==> config.mk <==
export PLATFORM = sky130hd
export DESIGN_NAME = ddc_edid_responder
export DESIGN_NICKNAME = d
export VERILOG_FILES = /design/src/rtl/ddc_edid_responder.sv
export SDC_FILE = /design/constraint.sdc
export NUM_CORES = 1
export LEC_CHECK = 0
export ABC_AREA = 1
export BUFFER_PORTS_ARGS = -buffer_cell sky130_fd_sc_hd__buf_2
export CORE_ASPECT_RATIO = 0.7
export CORE_MARGIN = 4
export CORE_UTILIZATION = 40
export CTS_CLUSTER_DIAMETER = 120
export DETAILED_ROUTE_END_ITERATION = 16
export PLACE_DENSITY = 0.66
export SYNTH_ARGS = -nofsm -noshare
export SYNTH_HDL_FRONTEND = slang
export SYNTH_SLANG_ARGS = --single-unit
==> constraint.sdc <==
create_clock -name clk50 -period 1.5 [get_ports clk50]
set_clock_uncertainty 0.15 [all_clocks]
set_input_delay 0.075 -clock clk50 [delete_from_list [all_inputs] [get_ports clk50]]
set_output_delay 0.075 -clock clk50 [all_outputs]
set_load 0.005 [all_outputs]
==> src/rtl/ddc_edid_responder.sv <==
// DDC/EDID I2C responder: oversamples SCL/SDA, decodes address, offset write and
// sequential reads, and serves bytes from an external synchronous 256-byte EDID ROM.
module ddc_edid_responder #(
    parameter logic [6:0]  DEV_ADDR   = 7'h50,
    parameter int unsigned FILTER_LEN = 3
) (
    input  logic       clk50,
    input  logic       reset,
    input  logic       scl_in,
    input  logic       sda_in,
    output logic       sda_oe,
    output logic [7:0] rom_addr,
    input  logic [7:0] rom_data,
    output logic       busy
);

    localparam logic [2:0] FiltMax = 3'(FILTER_LEN - 1);

    typedef enum logic [2:0] {
        StIdle, StAddr, StAddrAck, StWrByte, StWrAck, StRdByte, StRdAck, StIgnore
    } state_e;

    logic [1:0] scl_sync_q, sda_sync_q;
    logic [2:0] scl_cnt_q, sda_cnt_q;
    logic       scl_f_q, sda_f_q, scl_prev_q, sda_prev_q;

    state_e     state_q;
    logic [7:0] shift_q;
    logic [7:0] offset_q;
    logic [3:0] bit_cnt_q;
    logic       rw_q, first_q, acked_q;

    logic scl_rise, scl_fall, start_det, stop_det;

    // Filtered level follows the synchronized input only after FILTER_LEN equal samples.
    always_ff @(posedge clk50) begin
        if (reset) begin
            scl_sync_q <= 2'b11;
            sda_sync_q <= 2'b11;
            scl_cnt_q  <= '0;
            sda_cnt_q  <= '0;
            scl_f_q    <= 1'b1;
            sda_f_q    <= 1'b1;
            scl_prev_q <= 1'b1;
            sda_prev_q <= 1'b1;
        end else begin
            scl_sync_q <= {scl_sync_q[0], scl_in};
            sda_sync_q <= {sda_sync_q[0], sda_in};
            if (scl_sync_q[1] == scl_f_q) begin
                scl_cnt_q <= '0;
            end else if (scl_cnt_q == FiltMax) begin
                scl_f_q   <= scl_sync_q[1];
                scl_cnt_q <= '0;
            end else begin
                scl_cnt_q <= scl_cnt_q + 3'd1;
            end
            if (sda_sync_q[1] == sda_f_q) begin
                sda_cnt_q <= '0;
            end else if (sda_cnt_q == FiltMax) begin
                sda_f_q   <= sda_sync_q[1];
                sda_cnt_q <= '0;
            end else begin
                sda_cnt_q <= sda_cnt_q + 3'd1;
            end
            scl_prev_q <= scl_f_q;
            sda_prev_q <= sda_f_q;
        end
    end

    assign scl_rise  = scl_f_q & ~scl_prev_q;
    assign scl_fall  = ~scl_f_q & scl_prev_q;
    assign start_det = scl_f_q & scl_prev_q & ~sda_f_q & sda_prev_q;
    assign stop_det  = scl_f_q & scl_prev_q & sda_f_q & ~sda_prev_q;
    assign rom_addr  = offset_q;

    always_ff @(posedge clk50) begin
        if (reset) begin
            state_q   <= StIdle;
            sda_oe    <= 1'b0;
            busy      <= 1'b0;
            offset_q  <= '0;
            shift_q   <= '0;
            bit_cnt_q <= '0;
            rw_q      <= 1'b0;
            first_q   <= 1'b0;
            acked_q   <= 1'b0;
        end else if (start_det) begin
            state_q   <= StAddr;
            sda_oe    <= 1'b0;
            busy      <= 1'b0;
            bit_cnt_q <= '0;
            first_q   <= 1'b1;
        end else if (stop_det) begin
            state_q <= StIdle;
            sda_oe  <= 1'b0;
            busy    <= 1'b0;
        end else begin
            unique case (state_q)
                StAddr, StWrByte: begin
                    if (scl_rise) begin
                        shift_q   <= {shift_q[6:0], sda_f_q};
                        bit_cnt_q <= bit_cnt_q + 4'd1;
                    end else if (scl_fall && bit_cnt_q == 4'd8) begin
                        if (state_q == StWrByte) begin
                            sda_oe  <= 1'b1;
                            state_q <= StWrAck;
                            // Only the first data byte is an offset; the ROM is read-only.
                            if (first_q) begin
                                offset_q <= shift_q;
                                first_q  <= 1'b0;
                            end
                        end else if (shift_q[7:1] == DEV_ADDR) begin
                            sda_oe  <= 1'b1;
                            busy    <= 1'b1;
                            rw_q    <= shift_q[0];
                            state_q <= StAddrAck;
                        end else begin
                            state_q <= StIgnore;
                        end
                    end
                end
                StAddrAck: begin
                    if (scl_fall) begin
                        bit_cnt_q <= '0;
                        if (rw_q) begin
                            shift_q <= rom_data;
                            sda_oe  <= ~rom_data[7];
                            state_q <= StRdByte;
                        end else begin
                            sda_oe  <= 1'b0;
                            state_q <= StWrByte;
                        end
                    end
                end
                StWrAck: begin
                    if (scl_fall) begin
                        sda_oe    <= 1'b0;
                        bit_cnt_q <= '0;
                        state_q   <= StWrByte;
                    end
                end
                StRdByte: begin
                    if (scl_fall) begin
                        if (bit_cnt_q == 4'd7) begin
                            sda_oe   <= 1'b0;
                            offset_q <= offset_q + 8'd1;
                            acked_q  <= 1'b0;
                            state_q  <= StRdAck;
                        end else begin
                            shift_q   <= {shift_q[6:0], 1'b0};
                            sda_oe    <= ~shift_q[6];
                            bit_cnt_q <= bit_cnt_q + 4'd1;
                        end
                    end
                end
                StRdAck: begin
                    if (scl_rise) begin
                        if (sda_f_q) begin
                            busy    <= 1'b0;
                            state_q <= StIgnore;
                        end else begin
                            acked_q <= 1'b1;
                        end
                    end else if (scl_fall && acked_q) begin
                        shift_q   <= rom_data;
                        sda_oe    <= ~rom_data[7];
                        bit_cnt_q <= '0;
                        state_q   <= StRdByte;
                    end
                end
                StIdle, StIgnore: begin
                    sda_oe <= 1'b0;
                end
                default: begin
                    state_q <= StIdle;
                    sda_oe  <= 1'b0;
                end
            endcase
        end
    end

endmodule

# Word-level counts from Yosys, hierarchy flattened

Index checks and enable logic that the tools add are counted.

Bits in latches: 0
Flip-flop bits (word level): 42
Memory bits (read-only): 0
Output and inout port bits: 10
Memories: 0
Bits of input ports: 12
Memory bits (writable): 0

Multipliers: 0
Muxes and demuxes: 66
Shift-type cells: 0
Equal/unequal tests: 46
Bitwise gates (word level): 19
$lt $le $gt $ge: 0
Divide/modulo/power cells: 0
Add/sub/neg operators: 4
Reductions and logical operators: 32

Operators by type and width:

| cell                                                            | number |
|---|---|
| 8-bit 2-to-1 mux                                                | 13 |
| 2-bit inequality test, second input constant                    | 19 |
| 3-bit 2-to-1 mux                                                | 12 |
| 8-bit one-hot mux with 4 select lines                           | 1 |
| 1-bit 2-to-1 mux                                                | 28 |
| 9-bit AND reduction                                             | 3 |
| 4-bit 2-to-1 mux                                                | 6 |
| 4-bit inequality test, second input constant                    | 6 |
| 7-bit AND reduction                                             | 3 |
| 4-bit one-hot mux with 4 select lines                           | 1 |
| 8-bit one-hot mux with 2 select lines                           | 1 |
| 8-bit AND reduction                                             | 2 |
| 3-bit one-hot mux with 5 select lines                           | 1 |
| 3-bit by 2-bit == test with 1-bit output, second input constant | 4 |
| 3-bit == test, second input constant                            | 4 |
| 1-bit NOT                                                       | 12 |
| 2-bit nonzero test                                              | 6 |
| 5-bit inequality test, second input constant                    | 2 |
| 10-bit AND reduction                                            | 1 |
| 3-bit inequality test, second input constant                    | 3 |
| 3-bit OR reduction                                              | 3 |
| 8-bit by 1-bit adder with 8-bit output, second input constant   | 1 |
| 4-bit nonzero test                                              | 2 |
| 2-bit OR reduction                                              | 4 |
| other kinds (17)                                                | 29 |

# Logic depth before layout (Yosys ltp)

Gate-level depths: netlist of run 1.

Depth in word-level cells: 8
Depth in mapped cells: 11
Depth with buffers taken out: 11

# Least setup slack after synthesis of run 1

OpenSTA, ideal clock, no wires.

Path kind: flip-flop to flip-flop
From: register bit_cnt_q[0]
To: register offset_q[2] (netlist: rom_addr[2])
Setup time: 0.116 ns
Slack: -0.099 ns
Required time: 1.234 ns
Arrival time: 1.333 ns
Path buffers: 0
Clock period less this slack: 1.599 ns
Stages on the path, launching flop included: 11
Cells stage by stage: dfxtp_1 -> ha_1 -> nand2_1 -> inv_1 -> nand2_1 -> nand2_1 -> nand2_1 -> nor2_4 -> nand2_2 -> o21ai_0 -> nor2_1

Cells in the longest elaborated chain, start to end: 4

Ends and longest elaborated chain:

| what                                     | RTL line | source |
|---|---|---|
| from (decl)                              | 30       | `logic [3:0] bit_cnt_q;` |
| from (signal assigned)                   | 102      | `bit_cnt_q <= bit_cnt_q + 4'd1;` |
| from (signal assigned)                   | 152      | `bit_cnt_q <= bit_cnt_q + 4'd1;` |
| 4-bit == test                            | 103      | `end else if (scl_fall && bit_cnt_q == 4'd8) begin` |
| 1-bit logical AND                        | 103      |  |
| 2-bit inequality test (no source line)   | -        |  |
| 9-bit AND reduction (no source line) (*) | -        |  |
| to (signal assigned)                     | 109      | `offset_q <= shift_q;` |
| to (signal assigned)                     | 146      | `offset_q <= offset_q + 8'd1;` |
| to (decl)                                | 29       | `logic [7:0] offset_q;` |

Mark *: on every way between the ends. The rest lies on a longest branch, timed or not.
A chain may end at the register's enable or synchronous reset.

# Worst setup path in the final report of run 1

From: register state_q[1]
To: register state_q[0]

Cells in the longest elaborated chain, start to end: 7

Ends and longest elaborated chain:

| what                                     | RTL line | source |
|---|---|---|
| from (decl)                              | 27       | `state_e state_q;` |
| from (signal assigned)                   | 78       | `state_q <= StIdle;` |
| from (signal assigned)                   | 88       | `state_q <= StAddr;` |
| from (signal assigned)                   | 94       | `state_q <= StIdle;` |
| 3-bit by 2-bit == test with 1-bit output | 98, 104  |  |
| 3-bit 2-to-1 mux                         | 104      | `if (state_q == StWrByte) begin` |
| 3-bit 2-to-1 mux                         | 103      |  |
| 3-bit 2-to-1 mux                         | 100      | `if (scl_rise) begin` |
| 3-bit one-hot mux with 5 select lines    | 98       | `unique case (state_q)` |
| 1-bit 2-to-1 mux                         | 93       | `end else if (stop_det) begin` |
| 1-bit 2-to-1 mux                         | 87       | `end else if (start_det) begin` |

Parallel ways exist; a longest one is shown, timed or not. The select of a mux whose other input is x is not followed.

==> results.md, run 1 <==
* Status: complete, but fails checks
* Violated checks: setup timing
* Largest net degree at the start of global routing at 17
* Arr. time, crit path at 1730 ps
* CTS tree: yes
* RSZ-0062 raised after global routing: true
* Synth cell types at 31
* Fill count at roughly 550
* Kind of cell adding the most delay to the critical path: simple AND/OR/NAND/NOR gates
* Cell taking the most area after synthesis: dfxtp_1
* Final WS setup at -189 ps
* Max incr delay on CP at 400 ps
* Final setup TNS at -2640 ps
* Layout cell share with drive strength beyond 1 at 40.1%
* I/O Pins at 22
* Logic pwr share at between 50% and 60%
* Crit start category: flip-flop
* Via density at around 5
* Synth area leaders: dfxtp_1 34%, nand2_1 15%, nor2_1 10%, nand3_1 6.9%, inv_1 6.8%
* Endpoints failing hold at 0
* Routed length per instance at 13.6 um
* Slew HR at 82.8%
* Seq cells post-synth at 42
* R2R cell count at 9
* Skew-Pair Late Insertion Delay at 300 ps
* Vias in the first global route at 2560
* Post-layout min period at between 1500 and 2000 ps
* P&R area growth vs syn at 48.9%
* Initial antenna violation count at 0
* DP Area at roughly 3000 um^2
* Iteration-0 DRC Markers at 223
* DP HPWL at 5110 um
* Crit-path max FO at 14
* Sw power at 0.00222 W
* Total gr overflow at 0
* CP Data Required Time at 1540 ps
* Post-synthesis async set-or-reset flop share at 0%
* LEAKAGE at 1.72 nW
* PD cells at 1370 nW/um^2
* Sw frac at a little over two fifths
* Clk pwr share at approximately 14%
* EDFF count, synth at 0
* Worst Path Buf+Inv at 2
* Post-synthesis sequential area ratio at 34.0%
* Ant. Diodes at 0
* Core Region at 5870 um^2
* Int Power at 0.00284 W
* Post-Route WL at roughly 7600 um
* Design area at roughly 3700 um^2
* Synth warn at 0
* Via count at between 2000 and 3000
* Multi-input gate area at 1740 um^2
* Max-capacitance violation count at 0
* Post-Syn Area per Cell at 6.38 um^2
* Hold Path Class: in2reg
* Critical path depth at 9
* Peak supply drop at 0.777 mV
* Mapped Nets at 407
* Slew at the pin closest to its max-slew limit at 257 ps
* Register area at 867 um^2
* Yosys top cell area share at 34.0%
* Num CTS Buffers at 5
* Die Y at 73.8 um
* Routability Congestion at about 0.92
* H-tree levels at 2
* Worst setup EP type: flip-flop
* NumNets Final at 499
* Crit path kind: reg2reg
* TritonCTS Sinks at 42
* Pre-CTS setup slack at -196 ps
* Max Slew Vio Count at 0
* Maximum clock path buffer count at 2
* Router iterations before antenna repair at 5
* Synth Flop Type: dfxtp_1
* Number of core rows at 23
* # setup viols final at 26
* Fmax at 592 MHz
* Register share of total power at 30.8%
* Final ANT Viol Nets at 0
* Final period util at 113%
* CP Cell Sequence: inv_4, nand2_2, nor2_4, buf_4, a21oi_1, nand2_1, nand2_1, a21oi_1, nor2_1
* Gr usage total at 20.2%
* Worst Hold Depth at 5
* First-pass GRT wire length at 11800 um
* DIE AREA at around 7500 um^2
* Starting Density at 42.1%
* Chip Width at roughly 100 um
* Post-Syn Area at 2470 um^2
* PortBufs at 21
* Clock Pin Slew Worst Setup and Hold Paths at 80 ps
* Worst path slowest cell: dfxtp_4
* Syn Inst Count at a little under 400
* Root Buffer: clkbuf_8
* Residual DRC count at 0
cells in the mapped netlist (all sizes together) (2+ instances only):
cell,n
nor2,78
o211ai,3
nand2,106
xor2,3
or2,5
inv,51
nor3,2
nand3b,2
ha,7
a21oi,16
buf,4
o21ai,23
dfxtp,42
xnor2,2
nand3,36
clkbuf,3
kinds of logic (layout without fill, tap and decap cells):
family | count (synthesis) | after routing | share of synthesized area, %
AOI/OAI and AO/OA | 45 | 45 | 10.0
and+or+nand+nor | 230 | 231 | 41.0
DFF | 42 | 42 | 34.0
buffers and inverters | 59 | 151 | 9.71
xor gates and xnor gates | 5 | 5 | 1.77
adders and majority gates | 7 | 7 | 3.54
state kept, by name, summed over array words and instances, names as in the netlist, 2 cells and up:
signal	cells
sda_cnt_q	3
shift_q	8
rom_addr	8
sda_sync_q	2
bit_cnt_q	4
scl_cnt_q	3
scl_sync_q	2
state_q	3
path summary, 6_finish.rpt:
kind	start	endpoint	slack (ps)
max	state_q[1]	state_q[0]	-190
min	rom_data[3]	shift_q[3]	1
max reg2reg	state_q[1]	state_q[0]	-190
min reg2reg	sda_sync_q[0]	sda_sync_q[1]	270
power by group through the flow:
stage / combinational (W) / clock (W) / sequential [W]
6_report: 0.00277 / 0.000731 / 0.00156
5_1_grt: 0.00306 / 0.000810 / 0.00159
4_1_cts: 0.00234 / 0.000764 / 0.00155
3_5_place_dp: 0.00206 / 0 / 0.00153
3_3_place_gp: 0.00205 / 0 / 0.00152
2_1_floorplan: 0.00139 / 0 / 0.00149
cell usage in the layout, fill, tap and decap left out, types with 2 or more instances in the layout:
cell type      netlist  layout
a21oi_2              1       8
o21ai_1              1       2
nor2_1              69      55
ha_1                 7       5
o21ai_2              1       3
or2_2                5       5
nand3_2              2       8
inv_4                0       2
nand2_1            100      75
nand3_4              0       2
o211ai_1             3       3
nand2_2              6      21
xnor2_1              2       2
nand3b_4             1       2
nand3_1             34      26
dfxtp_4              0       6
xor2_1               3       3
inv_2                6       6
o21ai_0             21      17
nor2_2               5      10
dlygate4sd3_1        0      10
inv_1               45      42
a21oi_1             15       8
nand2_4              0      10
buf_4                0      51
buf_2                2      21
ha_4                 0       2
clkbuf_8             0       5
clkinv_4             0       2
dfxtp_1             42      33
nor2_4               4      13
buf_6                2       9
dfxtp_2              0       3
layer usage:
metal	global-route usage, %	part of all wire [%]	wire length, um
met1	27.9	47	3570
met2	31.1	45	3410
met3	4.55	6.5	488
met4	6.70	1.1	81
met5	0	0	0
cell type report:
class                           count  area share (%)
Clock buffer                        6            1.97
Sequential cell                    42            23.5
Tap cell                           75            2.55
Timing Repair Buffer               91            18.7
Multi-Input combinational cell    288            47.1
Inverter                           52            5.71
Clock inverter                      2           0.374
tightest hold or removal path, delay by kind of cell:
kind                   cells  cell delay [ps]
buffers and inverters      1               70
AOI/OAI and AO/OA          1               60
and+or+nand+nor            3              200
metrics by stage:
step,hold slack (ps),util [%],power [W],instances
after floorplan,28.8,-,0.00289,388
after global placement,107,51.3,0.00357,518
after detailed placement,113,51.3,0.00359,518
after CTS,10.4,58.8,0.00466,547
after global routing,31.2,62.7,0.00545,556
final,1.09,62.7,0.00506,556
timing repair:
action	CTS	global route
resized for setup	51	49
buffers inserted	10	11
cloned	1	0
hold buffers	11	1
pin swaps	25	27
endpoints found under the hold margin	11	2
endpoints found under the setup margin	27	29
Note: power is estimated with default switching activity, not from simulation.
==> run 2, diff against run 1 <==
--- a/config.mk
+++ b/config.mk
@@ -13,6 +13,7 @@
 export CTS_CLUSTER_DIAMETER = 120
 export DETAILED_ROUTE_END_ITERATION = 16
 export PLACE_DENSITY = 0.66
+export REMOVE_ABC_BUFFERS = 1
 export SYNTH_ARGS = -nofsm -noshare
 export SYNTH_HDL_FRONTEND = slang
 export SYNTH_SLANG_ARGS = --single-unit
==> results.md, run 2 (synthesis gave the netlist of run 1 again) <==
* Status: complete, but fails checks
* Violated checks: setup timing
* Crit start category: flip-flop
* Clk pwr share at 14.8% (+0.3 points)
* Arr. time, crit path at 1740 ps (about the same)
* Router iterations before antenna repair at 4 (-1)
* Routability Congestion at 0.911 (-0.92%)
* Final WS setup at -152 ps (+36.5 ps)
* Hold Path Class: in2reg
* Post-layout min period at 1650 ps (-36.5 ps)
* Iteration-0 DRC Markers at 172 (-23%)
* Via density at 5.01 (-0.14%)
* Final core occ at 63.9% (+1.1 points)
* Critical path's most frequent cell: nand2_4
* # setup viols final at 26 (unchanged)
* Endpoints failing hold at 0 (unchanged)
* Largest net degree at the start of global routing at 24 (+7)
* Via count at 2797 (+0.21%)
* Fill count at 540 (-2.2%)
* PD cells at 1350 nW/um^2 (-1.5%)
* Routed length per instance at 14.0 um (+3.4%)
* P&R area growth vs syn at 51.5%
* I/O Pins at 22 (unchanged)
* Die Y at 73.8 um (unchanged)
* Core Region at 5870 um^2 (unchanged)
* Fmax at 605 MHz (+2.2%)
* Peak supply drop at 0.722 mV (-7.0%)
* DP HPWL at 5170 um (+1.2%)
* PortBufs at 21 (unchanged)
* First-pass GRT wire length at 12200 um (+2.8%)
* Root Buffer: clkbuf_8
* Register share of total power at 29.8% (-1.0 points)
* Final period util at 110% (-2.4 points)
* Post-Route WL at 7840 um (+3.8%)
* CTS tree: yes
* Max Slew Vio Count at 0 (unchanged)
* Num CTS Buffers at 5 (unchanged)
* Final ANT Viol Nets at 0 (unchanged)
* Sw frac at 44.5% (+0.64 points)
* Sw power at 0.00226 W (+1.8%)
* Commonest non-fill, non-tap cells in the layout: 75 x nand2_1, 59 x nor2_1, 49 x buf_4
* Starting Density at 42.1% (unchanged)
* NumNets Final at 501 (+0.40%)
* TritonCTS Sinks at 42 (unchanged)
* Ant. Diodes at 0 (unchanged)
* Post-Place Cells at 527 (+1.7%)
* Int Power at 0.00282 W (-0.85%)
* Slew at the pin closest to its max-slew limit at 304 ps (+47.2 ps)
* Vias in the first global route at 2489 (-2.8%)
* Max-capacitance violation count at 0 (unchanged)
* Chip Width at 102 um (unchanged)
* Power, Total at 0.00507 W (+0.31%)
* Logic pwr share at 55.3% (+0.5 points)
* Worst path slowest cell: dfxtp_4
* RSZ-0062 raised after global routing: true
* Pre-CTS setup slack at -318 ps (-122 ps)
* LEAKAGE at 1.74 nW (+1.5%)
* CP Cell Sequence: ha_4, nand2_2, inv_2, nand2_4, nand2_4, nand2_4, nor2_4, nand2_4, nand2_1, nand2_1, nor2_1
* Worst setup EP type: flip-flop
* Crit path kind: reg2reg
* Number of core rows at 23 (unchanged)
* Layout cell share with drive strength beyond 1 at 39.5% (-0.58 points)
* Commonest non-fill, non-tap cell in the layout: nand2_1
* Skew-Pair Late Insertion Delay at 310 ps (about the same)
* Clock Pin Slew Worst Setup and Hold Paths at 90 ps (about the same)
* Crit-path max FO at 7 (-7)
* Cell Count, Final, Fillers Out at 558 (+0.36%)
* DIE AREA at 7530 um^2 (unchanged)
* Slew HR at 79.7% (-3.1 points)
* Maximum clock path buffer count at 2 (unchanged)
* Residual DRC count at 0 (unchanged)
* Initial antenna violation count at 0 (unchanged)
* Worst R2R Setup Slack at -150 ps (+40 ps)
* Hold WS at 32.7 ps (+31.6 ps)
* CP Data Required Time at 1590 ps (+50 ps)
* Total gr overflow at 0 (unchanged)
* Gr usage total at 21.1% (+0.93 points)
* H-tree levels at 2 (unchanged)
* Max incr delay on CP at 390 ps (about the same)
-- run 2: cell count changes in the layout (fill, tap and decap cells not counted), sizes merged --
cell and delta:
dlygate4sd3 +2
-- run 2: critical path, delay by kind of cell, from the launching register on --
kind | cells | cell delay [ps]
fa+ha+maj | 1 | 140
simple gates | 9 | 820
flops | 1 | 390
buf+inv | 1 | 80
-- run 2: routing by layer --
metal  global-route usage [%]  share of wire [%]
met5                        0                  0
met4                     5.97                1.4
met3                     3.89                7.0
met2                     30.7                 43
met1                     31.5                 49
-- run 2: path summary, 6_finish.rpt --
path,startpoint,to,cells after the start
setup / recovery,bit_cnt_q[1],rom_addr[0],11
hold / removal,reset,sda_cnt_q[0],4
setup reg to reg,bit_cnt_q[1],rom_addr[0],11
hold reg to reg,sda_sync_q[0],sda_sync_q[1],1
-- run 2: repair_timing --
item / 4_1_cts / 5_1_grt
endpoints found under the hold margin: 12 / 0
pin swaps: 28 / 35
hold buffers: 12 / 0
setup buffers: 7 / 6
gates cloned: 1 / 0
setup endpoints to repair: 27 / 27
gates resized for setup: 66 / 62
-- run 2: metrics by stage --
step,cell area (um^2),setup TNS [ps]
floorplan,2430,-5890
global placement,3020,-4060
detailed placement,3020,-4440
CTS,3510,-2200
global route,3750,-4260
finish,3750,-2650
-- run 2: area by class of cell --
type	instances	area [um^2]	area share, %
clock buffer	6	72.6	1.94
tap	75	93.8	2.50
multi-input combinational	288	1770	47.2
inverter	52	206	5.51
sequential	42	862	23.0
timing repair buffer	93	729	19.5
clock inverter	2	13.8	0.367
-- run 2: power groups by stage --
stage	Sequential (W)	Combinational (W)	Clock [W]
floorplan	0.00150	0.00125	0
global placement	0.00149	0.00204	0
detailed placement	0.00149	0.00205	0
CTS	0.00150	0.00245	0.000764
global route	0.00155	0.00306	0.000815
finish	0.00151	0.00281	0.000753
==> run 3, diff against run 2 <==
--- a/config.mk
+++ b/config.mk
@@ -13,6 +13,7 @@
 export CTS_CLUSTER_DIAMETER = 120
 export DETAILED_ROUTE_END_ITERATION = 16
 export PLACE_DENSITY = 0.66
+export RECOVER_POWER = 50
 export REMOVE_ABC_BUFFERS = 1
 export SYNTH_ARGS = -nofsm -noshare
 export SYNTH_HDL_FRONTEND = slang
==> results.md, run 3 (synthesis gave the netlist of run 1 again) <==
* Status: complete, but fails checks
* Violated checks: setup timing
* Via count at 2793 (-0.14%)
* Post-layout min period at 1660 ps (+5.74 ps)
* Pre-CTS setup slack at -318 ps (unchanged)
* # setup viols final at 26 (unchanged)
* Die Y at 73.8 um (unchanged)
* Slew HR at 79.7% (about the same)
* Crit start category: flip-flop
* DIE AREA at 7530 um^2 (unchanged)
* Clock Pin Slew Worst Setup and Hold Paths at 90 ps (about the same)
* Via density at 5.01 (-0.14%)
* RSZ-0062 raised after global routing: true
* PD cells at 1350 nW/um^2 (about the same)
* NumNets Final at 501 (unchanged)
* Fmax at 603 MHz (-0.35%)
* Post-Place Cells at 527 (unchanged)
* Crit path kind: reg2reg
* DP HPWL at 5170 um (unchanged)
* Largest net degree at the start of global routing at 24 (unchanged)
* Total gr overflow at 0 (unchanged)
* CTS tree: yes
* R2R cell count at 10 (-1)
* Worst setup EP type: flip-flop
* First-pass GRT wire length at 12200 um (unchanged)
* Routed length per instance at 14.0 um (about the same)
* I/O Pins at 22 (unchanged)
* Final setup TNS at -2580 ps (+73.2 ps)
* H-tree levels at 2 (unchanged)
* Layout cell share with drive strength beyond 1 at 38.7% (-0.83 points)
* Starting Density at 42.1% (unchanged)
* Final WS setup at -158 ps (-5.74 ps)
* Gr usage total at 21.1% (unchanged)
* Num CTS Buffers at 5 (unchanged)
* Iteration-0 DRC Markers at 188 (+9.3%)
* Cell Count, Final, Fillers Out at 558 (unchanged)
* Chip Width at 102 um (unchanged)
* Vias in the first global route at 2489 (unchanged)
* Ant. Diodes at 0 (unchanged)
* P&R area growth vs syn at 51.3%
* Final ANT Viol Nets at 0 (unchanged)
* Commonest non-fill, non-tap cell in the layout: nand2_1
* Final period util at 111% (+0.38 points)
* Initial antenna violation count at 0 (unchanged)
* Residual DRC count at 0 (unchanged)
* Worst Hold Depth at 4 (unchanged)
* Crit-path max FO at 8 (+1)
* Arr. time, crit path at 1750 ps (about the same)
* Endpoints failing hold at 0 (unchanged)
* Hold Path Class: in2reg
* Root Buffer: clkbuf_8
* Slew at the pin closest to its max-slew limit at 304 ps (+0.0399 ps)
* Skew-Pair Late Insertion Delay at 310 ps (about the same)
* Number of core rows at 23 (unchanged)
* LEAKAGE at 1.73 nW (-0.72%)
* Max-capacitance violation count at 0 (unchanged)
* Fill count at 540 (unchanged)
* Core Region at 5870 um^2 (unchanged)
* PortBufs at 21 (unchanged)
* Router iterations before antenna repair at 5 (+1)
* CP Data Required Time at 1590 ps (about the same)
* Routability Congestion at 0.911 (unchanged)
* Post-Route WL at 7840 um (about the same)
* Commonest non-fill, non-tap cells in the layout: 75 x nand2_1, 59 x nor2_1, 49 x buf_4
* Maximum clock path buffer count at 2 (unchanged)
* Hold WS at 34.7 ps (+2.03 ps)
* Max Slew Vio Count at 0 (unchanged)
* TritonCTS Sinks at 42 (unchanged)
* Peak supply drop at 0.727 mV (+0.59%)
[run 3: cell types whose count changed in the layout (fill, tap and decap cells not counted)]
cell      delta
buf_2        -3
dfxtp_2      -1
clkbuf_1     +3
dfxtp_1      +1
[run 3: cell type report]
class                           count  area [um^2]  area share, %
Multi-Input combinational cell    288         1770           47.3
Sequential cell                    42          861           23.0
Timing Repair Buffer               93          726           19.4
Inverter                           52          206           5.51
Tap cell                           75         93.8           2.51
Clock buffer                        6         72.6           1.94
Clock inverter                      2         13.8          0.368
[run 3: layer usage]
metal  routed length [um]  global-route usage [%]  share of wire (%)  vias to the layer above
met2                 3420                    30.7                 44                       97
met5                    0                       0                  0                        -
met4                   96                    5.97                1.2                        0
met1                 3770                    31.5                 48                     1277
met3                  548                    3.89                7.0                       12
li1                     -                       -                  -                     1407
[run 3: metrics by stage]
stage	util [%]	total power [W]	area, um^2
floorplan	-	0.00275	2430
global placement	51.4	0.00353	3020
detailed placement	51.4	0.00354	3020
CTS	59.8	0.00471	3510
global route	63.8	0.00542	3740
finish	63.8	0.00507	3740
[run 3: path summary, 6_finish.rpt]
| kind | from | to | slack (ps) |
|---|---|---|---|
| setup / recovery | state_q[1] | shift_q[5] | -160 |
| hold / removal | reset | sda_cnt_q[0] | 30 |
| setup reg to reg | state_q[1] | shift_q[5] | -160 |
| hold reg to reg | sda_sync_q[0] | sda_sync_q[1] | 260 |
[run 3: critical path, cell delays in order (launching register included)]
cell and delay [ps]:
dfxtp_4 370, nand2_2 110, nand2_2 90, buf_4 140, inv_1 60, nor2_2 50
nor2_4 170, nand3b_4 200, nand2_1 110, nand2_1 50, nor2_1 90
[run 3: where the power goes]
part	internal, W	switching (W)
sequential	0.00134	0.000175
clock	0.000329	0.000422
combinational	0.00114	0.00166
[run 3: what timing repair did]
action | 4_1_cts | 5_1_grt
gates cloned | 1 | 0
setup endpoints to repair | 27 | 27
gates resized for setup | 66 | 62
hold endpoints to repair | 12 | 0
pin swaps | 28 | 35
hold buffers | 12 | 0
setup buffers | 7 | 6
